### src/rtl/audio_stream_if.sv
// audio_stream_if: two AXI-Stream sources in, one valid-pulse consumer stream out.
interface audio_stream_if #(parameter int DATA_W = 32);
  logic [1:0]        en;
  logic [DATA_W-1:0] s0_tdata;
  logic              s0_tvalid;
  logic              s0_tlast;
  logic              s0_tready;
  logic [DATA_W-1:0] s1_tdata;
  logic              s1_tvalid;
  logic              s1_tlast;
  logic              s1_tready;
  logic              consumer_busy;
  logic [DATA_W-1:0] out_data;
  logic              out_valid;
  logic              out_last;
  logic              out_src;
  logic              busy;
  logic              timeout_err;
  modport master (
    output en, s0_tdata, s0_tvalid, s0_tlast, s1_tdata, s1_tvalid, s1_tlast, consumer_busy,
    input  s0_tready, s1_tready, out_data, out_valid, out_last, out_src, busy, timeout_err
  );
  modport slave (
    input  en, s0_tdata, s0_tvalid, s0_tlast, s1_tdata, s1_tvalid, s1_tlast, consumer_busy,
    output s0_tready, s1_tready, out_data, out_valid, out_last, out_src, busy, timeout_err
  );
endinterface

### src/rtl/audio_stream_arbiter.sv
// audio_stream_arbiter: packet round-robin between two audio sources with stall watchdog.
module audio_stream_arbiter #(
  parameter int DATA_W  = 32,
  parameter int TIMEOUT = 1024
) (
  input logic          clk,
  input logic          reset,
  audio_stream_if.slave bus
);
  localparam int CW = $clog2(TIMEOUT + 1);
  typedef enum logic {IDLE, XFER} state_t;
  state_t            state_q, state_d;
  logic              grant_q, grant_d;
  logic              last_grant_q, last_grant_d;
  logic [CW-1:0]     wd_q, wd_d;
  logic [DATA_W-1:0] out_data_q, out_data_d;
  logic              out_valid_q, out_valid_d;
  logic              out_last_q, out_last_d;
  logic              out_src_q, out_src_d;
  logic              timeout_err_q, timeout_err_d;
  logic [1:0]        req;
  logic              g_valid, g_last, acc;
  logic [DATA_W-1:0] g_data;
  assign req           = {bus.s1_tvalid & bus.en[1], bus.s0_tvalid & bus.en[0]};
  assign g_valid       = grant_q ? bus.s1_tvalid : bus.s0_tvalid;
  assign g_last        = grant_q ? bus.s1_tlast : bus.s0_tlast;
  assign g_data        = grant_q ? bus.s1_tdata : bus.s0_tdata;
  assign acc           = (state_q == XFER) && g_valid && !bus.consumer_busy;
  assign bus.s0_tready = (state_q == XFER) && !grant_q && !bus.consumer_busy;
  assign bus.s1_tready = (state_q == XFER) && grant_q && !bus.consumer_busy;
  assign bus.out_data    = out_data_q;
  assign bus.out_valid   = out_valid_q;
  assign bus.out_last    = out_last_q;
  assign bus.out_src     = out_src_q;
  assign bus.busy        = (state_q == XFER);
  assign bus.timeout_err = timeout_err_q;
  always_comb begin
    state_d       = state_q;
    grant_d       = grant_q;
    last_grant_d  = last_grant_q;
    wd_d          = wd_q;
    out_data_d    = out_data_q;
    out_last_d    = out_last_q;
    out_src_d     = out_src_q;
    out_valid_d   = 1'b0;
    timeout_err_d = 1'b0;
    if (state_q == IDLE) begin
      if (|req) begin
        state_d = XFER;
        grant_d = &req ? !last_grant_q : req[1];
        wd_d    = '0;
      end
    end else if (acc) begin
      out_data_d  = g_data;
      out_last_d  = g_last;
      out_src_d   = grant_q;
      out_valid_d = 1'b1;
      wd_d        = '0;
      if (g_last) begin
        state_d      = IDLE;
        last_grant_d = grant_q;
      end
    end else if (!bus.consumer_busy) begin
      // Busy cycles are the consumer's fault, so only idle source cycles age the grant.
      wd_d = wd_q + 1'b1;
      if (wd_q == CW'(TIMEOUT - 1)) begin
        state_d       = IDLE;
        timeout_err_d = 1'b1;
        last_grant_d  = grant_q;
      end
    end
  end
  always_ff @(posedge clk or posedge reset) begin
    if (reset) begin
      state_q       <= IDLE;
      grant_q       <= 1'b0;
      last_grant_q  <= 1'b1;
      wd_q          <= '0;
      out_data_q    <= '0;
      out_valid_q   <= 1'b0;
      out_last_q    <= 1'b0;
      out_src_q     <= 1'b0;
      timeout_err_q <= 1'b0;
    end else begin
      state_q       <= state_d;
      grant_q       <= grant_d;
      last_grant_q  <= last_grant_d;
      wd_q          <= wd_d;
      out_data_q    <= out_data_d;
      out_valid_q   <= out_valid_d;
      out_last_q    <= out_last_d;
      out_src_q     <= out_src_d;
      timeout_err_q <= timeout_err_d;
    end
  end
endmodule
### src/flat_wrapper.sv
// flat-port wrapper written by rule: the top's interface ports become plain ports
module audio_stream_arbiter_flat 
#(
  parameter int DATA_W  = 32,
  parameter int TIMEOUT = 1024
)
  (clk, reset, bus_en, bus_s0_tdata, bus_s0_tvalid, bus_s0_tlast, bus_s1_tdata, bus_s1_tvalid, bus_s1_tlast, bus_consumer_busy, bus_s0_tready, bus_s1_tready, bus_out_data, bus_out_valid, bus_out_last, bus_out_src, bus_busy, bus_timeout_err);
  audio_stream_if #(.DATA_W(DATA_W)) bus_i ();
  input logic clk;
  input logic reset;
  input wire logic [$bits(bus_i.en)-1:0] bus_en;
  input wire logic [$bits(bus_i.s0_tdata)-1:0] bus_s0_tdata;
  input wire logic [$bits(bus_i.s0_tvalid)-1:0] bus_s0_tvalid;
  input wire logic [$bits(bus_i.s0_tlast)-1:0] bus_s0_tlast;
  input wire logic [$bits(bus_i.s1_tdata)-1:0] bus_s1_tdata;
  input wire logic [$bits(bus_i.s1_tvalid)-1:0] bus_s1_tvalid;
  input wire logic [$bits(bus_i.s1_tlast)-1:0] bus_s1_tlast;
  input wire logic [$bits(bus_i.consumer_busy)-1:0] bus_consumer_busy;
  output wire logic [$bits(bus_i.s0_tready)-1:0] bus_s0_tready;
  output wire logic [$bits(bus_i.s1_tready)-1:0] bus_s1_tready;
  output wire logic [$bits(bus_i.out_data)-1:0] bus_out_data;
  output wire logic [$bits(bus_i.out_valid)-1:0] bus_out_valid;
  output wire logic [$bits(bus_i.out_last)-1:0] bus_out_last;
  output wire logic [$bits(bus_i.out_src)-1:0] bus_out_src;
  output wire logic [$bits(bus_i.busy)-1:0] bus_busy;
  output wire logic [$bits(bus_i.timeout_err)-1:0] bus_timeout_err;
  assign bus_i.en = bus_en;
  assign bus_i.s0_tdata = bus_s0_tdata;
  assign bus_i.s0_tvalid = bus_s0_tvalid;
  assign bus_i.s0_tlast = bus_s0_tlast;
  assign bus_i.s1_tdata = bus_s1_tdata;
  assign bus_i.s1_tvalid = bus_s1_tvalid;
  assign bus_i.s1_tlast = bus_s1_tlast;
  assign bus_i.consumer_busy = bus_consumer_busy;
  assign bus_s0_tready = bus_i.s0_tready;
  assign bus_s1_tready = bus_i.s1_tready;
  assign bus_out_data = bus_i.out_data;
  assign bus_out_valid = bus_i.out_valid;
  assign bus_out_last = bus_i.out_last;
  assign bus_out_src = bus_i.out_src;
  assign bus_busy = bus_i.busy;
  assign bus_timeout_err = bus_i.timeout_err;
  audio_stream_arbiter #(.DATA_W(DATA_W), .TIMEOUT(TIMEOUT)) u_core (.clk(clk), .reset(reset), .bus(bus_i));
endmodule
### config.mk
export PLATFORM = sky130hd
export DESIGN_NAME = audio_stream_arbiter_flat
export DESIGN_NICKNAME = d
export VERILOG_FILES = /design/src/rtl/audio_stream_if.sv /design/src/rtl/audio_stream_arbiter.sv /design/src/flat_wrapper.sv
export SDC_FILE = /design/constraint.sdc
export NUM_CORES = 1
export LEC_CHECK = 0
export CORE_ASPECT_RATIO = 1.25
export CORE_UTILIZATION = 44
export DETAILED_ROUTE_END_ITERATION = 8
export GPL_TIMING_DRIVEN = 0
export PLACE_DENSITY_LB_ADDON = 0.15
export SLEW_MARGIN = 40
export SYNTH_ARGS = -nofsm -noshare
export SYNTH_HDL_FRONTEND = slang
export SYNTH_SLANG_ARGS = --single-unit
### constraint.sdc
create_clock -name clk -period 3.31 [get_ports clk]
set_clock_uncertainty 0.15 [all_clocks]
set_input_delay 0.8275 -clock clk [delete_from_list [all_inputs] [get_ports clk]]
set_output_delay 0.8275 -clock clk [all_outputs]
set_load 0.02 [all_outputs]
==> flow_summary.yaml, run 1 <==
synth:
  synth.distinct_cells: 38
  synth.cell_area_um2: 2380
  total_number_of_yosys_warnings: 0
  synth_seq_cells: 50
  post_synth_inst_count: 236
  synth_seq_area_share_pct: 52.5
  fraction_of_post_synthesis_cell_area_in_the_top_cell_type_by_area_pct: 51.4
  yosys_most_used_dff: "dfrtp_1"
  synthTopCellsByCount: "dfrtp_1, nor2_1, a21oi_1"
  synth_enable_flop_cells: 0
  top_post_synthesis_cells_by_area: "dfrtp_1, mux2i_1, a21oi_1, nor2_1, buf_2"
  postSynth.asyncResetShare_pct: 100
  synthMostInstantiatedCell: "dfrtp_1"
  synth_area_per_cell_um2: 10.1
  synth.net_count: 310
  yosys.area.top_type: "dfrtp_1"
routing:
  detailroute.via_count: 2158
  totalWireLength_mm: 6.19
  detail_route.iter0.violations: 97
  drc: 0
  routed_wire_length_per_instance_um: 14.9
  antenna_left: 0
  firstDrtPassIters: 4
  viasPerCell: 5.18
cells_and_area:
  synth_to_final_area_change_pct: 55.9
  layout.nets: 429
  ratio_of_cells_with_drive_above_1_in_the_final_layout_pct: 7.04
  antennaDiodeCount: 0
  final_design_area_no_fill_um2: 3720
cts:
  root_buffer: "clkbuf_8"
  tritoncts.num_buffers: 5
  cts.reportedPaths.clkPinSlew_ns: 0.08
  clock_tree_from_tritoncts: "done"
  holdBufCountCts: 0
  cts.repair_timing.setup_buffer_count: 0
  clock_latency_ns: 0.30
  clock-sinks: 50
  clock_path_buffers: 2
  gates_resized_cts_repair: 1
  htree_num_levels: 2
setup_path:
  critical_path.cell_chain: "clkdlybuf4s50_1 -> nor2b_2 -> and2_1 -> dlymetal6s2s_1"
  cp-end-kind: "primary output"
  worst_ep_arrival_ns: 1.92
  setup.worst_path.class: "input port to primary output"
  crit_path_top_delay_cell: "clkdlybuf4s50_1"
  setup.worst_path.start_class: "input port"
  max_stage_delay_ns: 0.47
  crit_fanout: 5
  critPathRequiredTime_ns: 2.33
die:
  std_cell_rows: 29
  start_util_pct: 46.3
  die_area_um2: 5720
  floorplan.die.width_um: 67.9
  io-pin-count: 112
  fp.coreArea_um2: 5150
  fp.dieH_um: 84.3
global_route:
  grt_pass1_wl_mm: 10.1
  globalRouteOverflowTotal: 0
  antenna_found_initial: 0
  vias_in_the_first_global_route: 2174
  grt.total_usage_pct: 23.3
  maximum_number_of_pins_on_one_net_before_global_route_repair: 37
pwr:
  powerDensity_nw_per_um2: 803
  worst_ir_drop_vdd_uv: 481
  cellLeakagePower_nw: 1.65
sta:
  worst_pin_slew_ns: 0.513
  hold_slack_ns: 0.385
  post-route-min-period_ns: 2.90
  setup_ws_ns: 0.408
  achievable-frequency_mhz: 345
  final_min_period_over_clock_period_pct: 87.7
  setup-violations-final: 0
  rsz_0062_raised_after_global_routing: "no"
  max-slew-margin-rel_pct: 65.7
  report.final.hold_viol_count: 0
  maxSlewViolCount: 0
placement:
  placement.setup.worst_slack_ns: -0.0151
  placement.cell_area_um2: 3600
  hpwlAfterDp_mm: 4.79
  io_buffers: 111
  place_congestion: 0.800
worst_hold_path:
  worst_min_delay_path_category: "flop to flop"
job:
  max_cap_violations: 0
run_status:
  run_status: "finished clean"
-- sequential cells by signal, indices dropped and copies added, names as in the netlist --
name                    flops
u_core.bus.timeout_err      1
u_core.wd_q                11
u_core.bus.busy             1
u_core.bus.out_valid        1
u_core.last_grant_q         1
u_core.bus.out_data        32
u_core.grant_q              1
u_core.bus.out_src          1
u_core.bus.out_last         1
-- final timing paths --
kind	from	depth (start not counted)	slack [ns]	to
worst max-delay path	bus_consumer_busy	4	0.41	bus_s1_tready
worst min-delay path	u_core.wd_q[7]$_DFFE_PP0P_	1	0.38	u_core.wd_q[7]$_DFFE_PP0P_
worst max register to register	u_core.grant_q$_DFFE_PP0P_	4	1.51	u_core.wd_q[8]$_DFFE_PP0P_
worst min register to register	u_core.wd_q[7]$_DFFE_PP0P_	1	0.38	u_core.wd_q[7]$_DFFE_PP0P_
max in group asynchronous	reset	3	1.86	u_core.last_grant_q$_DFFE_PP1P_
min in group asynchronous	reset	2	0.65	u_core.bus.out_data[16]$_DFFE_PP0P_
-- cell usage in the layout, fill, tap and decap left out, types with 5 or more instances in the layout --
cell and instances:
a21oi_1 35, clkdlybuf4s50_1 109, buf_2 9, nand3_1 5
nor2_1 40, dfrtp_1 49, o21ai_0 9, nand2_1 11
mux2i_1 34, clkbuf_8 6
-- cells by family (layout without fill, tap and decap cells) --
kind of cell | after synthesis | in the layout | synth area share (%)
buf+inv | 16 | 135 | 3.30
xor+xnor | 2 | 2 | 0.735
compound gates | 60 | 60 | 14.5
simple gates | 71 | 71 | 13.1
flops | 50 | 50 | 52.5
fa+ha+maj | 1 | 1 | 0.525
mux | 36 | 36 | 15.4
-- cell type report --
cell class | instances | area, µm²
Buffer | 12 | 63.8
Clock buffer | 6 | 82.6
Clock inverter | 1 | 30.0
Fill cell | 397 | 1430
Inverter | 4 | 17.5
Multi-Input combinational cell | 170 | 1060
Sequential cell | 50 | 1250
Tap cell | 62 | 77.6
Timing Repair Buffer | 112 | 1140
-- report_power, final --
group / switching (mW) / leakage, nW / total [mW] / internal (mW)
sequential: 0.142 / 0.588 / 0.994 / 0.852
combinational: 0.799 / 1.00 / 1.55 / 0.755
clock: 0.194 / 0.0573 / 0.436 / 0.242
-- routing by layer --
| metal | track usage [%] | part of all wire [%] | routed length [µm] |
|---|---|---|---|
| met2 | 38.1 | 49 | 3040 |
| met4 | 8.33 | 2.0 | 121 |
| met3 | 5.43 | 8.2 | 511 |
| met5 | 0 | 0 | 0 |
| met1 | 29.5 | 41 | 2520 |
-- critical path, delay by kind of cell --
kind	cells	cell delay, ns
buf+inv	2	0.70
simple gates	2	0.39
-- per-stage QoR --
stage          instances  power (mW)  TNS (ns)  utilization (%)
2_1_floorplan        236        1.88         0                -
4_1_cts              417        3.02         0             72.0
5_1_grt              417        3.19         0             72.2
3_3_place_gp         409        2.53   -0.0120             69.4
6_report             417        2.98         0             72.2
3_5_place_dp         410        2.58   -0.0151             69.8
Power figures use the tool's default switching activity.
==> inputs of run 2 (changes only) <==
- CORE_MARGIN: default -> 2
- CORE_UTILIZATION: 44 -> 46
- CTS_BUF_LIST: default -> sky130_fd_sc_hd__clkbuf_4
==> flow_summary.yaml, run 2 (synthesis gave the netlist of run 1 again) <==
run_status:
  run_status: "finished clean"
cells_and_area:
  synth_to_final_area_change_pct: 54.9
  fillers: 372
  layout.nets: 429
  layout.cells.non_filler: 418
  finalCoreUtilization_pct: 73.2
  most_common_cell_after_layout_fill_and_taps_aside: "clkdlybuf4s50_1"
  multi_input_comb_area_um2: 1060
  final_cell_mix: "clkdlybuf4s50_1, dfrtp_1, nor2_1, a21oi_1, mux2i_1"
  antennaDiodeCount: 0
  seq_area_um2: 1250
  ratio_of_cells_with_drive_above_1_in_the_final_layout_pct: 7.02
  largest_register_ff_count: 32
placement:
  placement.setup.worst_slack_ns: -0.0263
  hpwlAfterDp_mm: 4.76
  place_congestion: 0.796
  io_buffers: 111
  dp.cells: 410
global_route:
  antenna_found_initial: 0
  vias_in_the_first_global_route: 2211
  grt_pass1_wl_mm: 9.96
  maximum_number_of_pins_on_one_net_before_global_route_repair: 28
  grt.total_usage_pct: 22.6
  globalRouteOverflowTotal: 0
cts:
  cts.reportedPaths.clkPinSlew_ns: 0.13
  cts.repair_timing.setup_buffer_count: 0
  clock_tree_from_tritoncts: "done"
  holdBufCountCts: 0
  gates_resized_cts_repair: 1
  clock_latency_ns: 0.35
  tritoncts.num_buffers: 5
  htree_num_levels: 2
  root_buffer: "clkbuf_4"
  clock_path_buffers: 2
  clock-sinks: 50
sta:
  report.final.hold_viol_count: 0
  rsz_0062_raised_after_global_routing: "no"
  setup-violations-final: 0
  hold_slack_ns: 0.368
  worst_pin_slew_ns: 0.551
  maxSlewViolCount: 0
  achievable-frequency_mhz: 345
  final_min_period_over_clock_period_pct: 87.5
  max-slew-margin-rel_pct: 63.2
  timing.setup.tns_ns: 0
  setup_ws_ns: 0.413
  post-route-min-period_ns: 2.90
setup_path:
  worst_ep_arrival_ns: 1.92
  cp-end-kind: "primary output"
  setup.worst_path.start_class: "input port"
  crit_fanout: 5
  worst_r2r_path_depth: 4
  critPathRequiredTime_ns: 2.33
  setup.worst_path.class: "input port to primary output"
routing:
  firstDrtPassIters: 4
  antenna_left: 0
  drc: 0
  detailroute.via_count: 2196
  viasPerCell: 5.25
  routed_wire_length_per_instance_um: 14.6
  totalWireLength_mm: 6.10
  detail_route.iter0.violations: 73
pwr:
  powerDensity_nw_per_um2: 783
  worst_ir_drop_vdd_uv: 454
  cellLeakagePower_nw: 1.64
worst_hold_path:
  hold-path-cell-count: 1
  worst_min_delay_path_category: "flop to flop"
die:
  start_util_pct: 47.3
  floorplan.die.width_um: 68.4
  io-pin-count: 112
  fp.dieH_um: 84.5
  fp.coreArea_um2: 5040
  std_cell_rows: 29
  die_area_um2: 5780
job:
  max_cap_violations: 0
-- run 2: changes by cell type in the layout (fill, tap and decap cells not counted) --
cell / delta
clkbuf_8: -6
nand2b_2: -1
nand2b_1: +1
buf_16: +1
buf_12: -1
clkbuf_4: +7
-- run 2: path summary, 6_finish.rpt --
kind / start / to / slack (ns)
worst max-delay path: bus_consumer_busy / bus_s1_tready / 0.41
worst min-delay path: u_core.bus.out_src$_DFFE_PP0P_ / u_core.bus.out_src$_DFFE_PP0P_ / 0.37
worst max register to register: u_core.grant_q$_DFFE_PP0P_ / u_core.wd_q[8]$_DFFE_PP0P_ / 1.47
worst min register to register: u_core.bus.out_src$_DFFE_PP0P_ / u_core.bus.out_src$_DFFE_PP0P_ / 0.37
max in group asynchronous: reset / u_core.last_grant_q$_DFFE_PP1P_ / 1.85
min in group asynchronous: reset / u_core.bus.out_data[14]$_DFFE_PP0P_ / 0.63
-- run 2: where the power goes --
part | switching, mW | internal [mW]
clock | 0.180 | 0.177
combinational | 0.798 | 0.755
sequential | 0.132 | 0.850
total | 1.11 | 1.78
-- run 2: worst max-delay path: stages --
cell and delay, ns:
clkdlybuf4s50_1 0.47, nor2b_2 0.21, and2_1 0.18, dlymetal6s2s_1 0.23
-- run 2: area by class of cell --
cell class | count | area share (%)
Multi-Input combinational cell | 170 | 28.6
Buffer | 12 | 1.73
Sequential cell | 50 | 33.9
Clock buffer | 7 | 1.42
Tap cell | 62 | 2.10
Timing Repair Buffer | 112 | 31.0
Clock inverter | 1 | 0.813
Inverter | 4 | 0.474
-- run 2: metrics by stage --
stage	area, µm²	power [mW]
global route	3690	3.09
CTS	3690	2.92
global placement	3570	2.53
finish	3690	2.89
detailed placement	3600	2.57
floorplan	2380	1.88
-- run 2: layer usage --
layer / wire (µm) / vias to the layer above / track usage [%]
met5: 0 / - / 0
li1: - / 1073 / -
met3: 535 / 17 / 6.17
met2: 2950 / 85 / 37.5
met4: 179 / 0 / 8.55
met1: 2430 / 1021 / 27.3
==> inputs of run 3 (changes only) <==
- SLEW_MARGIN: 40 -> 20
==> flow_summary.yaml, run 3 (synthesis gave the netlist of run 1 again) <==
routing:
  totalWireLength_mm: 6.08
  detail_route.iter0.violations: 66
  detailroute.via_count: 2168
  routed_wire_length_per_instance_um: 14.6
  antenna_left: 0
  viasPerCell: 5.20
  drc: 0
  firstDrtPassIters: 4
global_route:
  maximum_number_of_pins_on_one_net_before_global_route_repair: 28
  vias_in_the_first_global_route: 2191
  globalRouteOverflowTotal: 0
  antenna_found_initial: 0
  grt_pass1_wl_mm: 9.94
  grt.total_usage_pct: 22.6
setup_path:
  cp-end-kind: "primary output"
  max_stage_delay_ns: 0.46
  setup.worst_path.class: "input port to primary output"
  path_delay_family: "buffers and inverters"
  critPathRequiredTime_ns: 2.33
  worst_ep_arrival_ns: 1.90
  crit_fanout: 5
  worstSetupPathDepth: 4
  worst_r2r_path_depth: 4
  path_buf_inv: 2
  critical_path.cell_chain: "clkdlybuf4s50_1 -> nor2b_2 -> and2_1 -> dlymetal6s2s_1"
  reg2reg_setup_slack_ns: 1.44
  setup.worst_path.start_class: "input port"
  crit_path_top_delay_cell: "clkdlybuf4s50_1"
cells_and_area:
  synth_to_final_area_change_pct: 54.4
  most_common_cell_after_layout_fill_and_taps_aside: "clkdlybuf4s50_1"
  layout.nets: 429
  finalCoreUtilization_pct: 73.0
  largest_register_ff_count: 32
  final_cell_mix: "clkdlybuf4s50_1, dfrtp_1, nor2_1, a21oi_1, mux2i_1"
  final_design_area_no_fill_um2: 3680
  ratio_of_cells_with_drive_above_1_in_the_final_layout_pct: 6.76
  fillers: 396
  antennaDiodeCount: 0
run_status:
  run_status: "finished clean"
sta:
  setup_ws_ns: 0.435
  worst_pin_slew_ns: 0.609
  achievable-frequency_mhz: 348
  report.final.hold_viol_count: 0
  max-slew-margin-rel_pct: 59.3
  maxSlewViolCount: 0
  post-route-min-period_ns: 2.88
  setup-violations-final: 0
  final_min_period_over_clock_period_pct: 86.9
  rsz_0062_raised_after_global_routing: "no"
pwr:
  powerDensity_nw_per_um2: 779
  cellLeakagePower_nw: 1.63
  worst_ir_drop_vdd_uv: 468
die:
  io-pin-count: 112
  fp.coreArea_um2: 5040
  fp.dieH_um: 84.5
  std_cell_rows: 29
  die_area_um2: 5780
  floorplan.die.width_um: 68.4
  start_util_pct: 47.3
cts:
  root_buffer: "clkbuf_4"
  clock-sinks: 50
  clock_path_buffers: 2
  tritoncts.num_buffers: 5
  holdBufCountCts: 0
  cts.repair_timing.setup_buffer_count: 0
  cts.reportedPaths.clkPinSlew_ns: 0.13
  htree_num_levels: 2
  clock_latency_ns: 0.36
  clock_tree_from_tritoncts: "done"
placement:
  place_congestion: 0.796
  io_buffers: 111
  hpwlAfterDp_mm: 4.74
  placement.setup.worst_slack_ns: -0.0253
  placement.cell_area_um2: 3600
job:
  max_cap_violations: 0
worst_hold_path:
  hold-path-cell-count: 1
  worst_min_delay_path_category: "flop to flop"
run 3: what timing repair did:
action / in CTS / in global routing
resized for setup: 1 / 3
cloned: 0 / 0
endpoints found under the hold margin: 0 / 0
pin swaps: 0 / 0
setup endpoints to repair: 1 / 2
run 3: path summary, 6_finish.rpt:
check	from	endpoint
worst max register to register	u_core.grant_q$_DFFE_PP0P_	u_core.wd_q[8]$_DFFE_PP0P_
worst min-delay path	u_core.bus.out_src$_DFFE_PP0P_	u_core.bus.out_src$_DFFE_PP0P_
worst min register to register	u_core.bus.out_src$_DFFE_PP0P_	u_core.bus.out_src$_DFFE_PP0P_
max in group asynchronous	reset	u_core.last_grant_q$_DFFE_PP1P_
min in group asynchronous	reset	u_core.bus.out_data[14]$_DFFE_PP0P_
worst max-delay path	bus_consumer_busy	bus_s1_tready
run 3: per-stage QoR:
stage          std cells  power (mW)  TNS [ns]  hold WS, ns
2_1_floorplan        236        1.88         0        0.333
5_1_grt              417        3.06         0        0.408
3_3_place_gp         409        2.53  -0.00613        0.340
6_report             417        2.87         0        0.370
3_5_place_dp         410        2.57   -0.0253        0.345
4_1_cts              417        2.90         0        0.376
run 3: final cells by class:
type | instances | area, µm² | area share (%)
clock inverters | 2 | 33.8 | 0.917
inverters | 4 | 15.0 | 0.408
clock buffers | 5 | 37.5 | 1.02
multi-input cells | 170 | 1060 | 28.7
plain buffers | 12 | 63.8 | 1.73
repair buffers | 112 | 1140 | 31.1
flip-flops and latches | 50 | 1250 | 34.0
well taps | 62 | 77.6 | 2.11
run 3: power by group:
group          switching (mW)  internal [mW]
logic                   0.798          0.756
clock network           0.177          0.153
registers               0.134          0.850
run 3: metal layers:
| layer | share of wire, % | up-vias | global-route usage, % |
|---|---|---|---|
| met1 | 40 | 998 | 27.0 |
| met3 | 8.6 | 16 | 5.23 |
| met2 | 49 | 83 | 37.8 |
| met5 | 0 | - | 0 |
| li1 | - | 1071 | - |
| met4 | 3.0 | 0 | 10.0 |
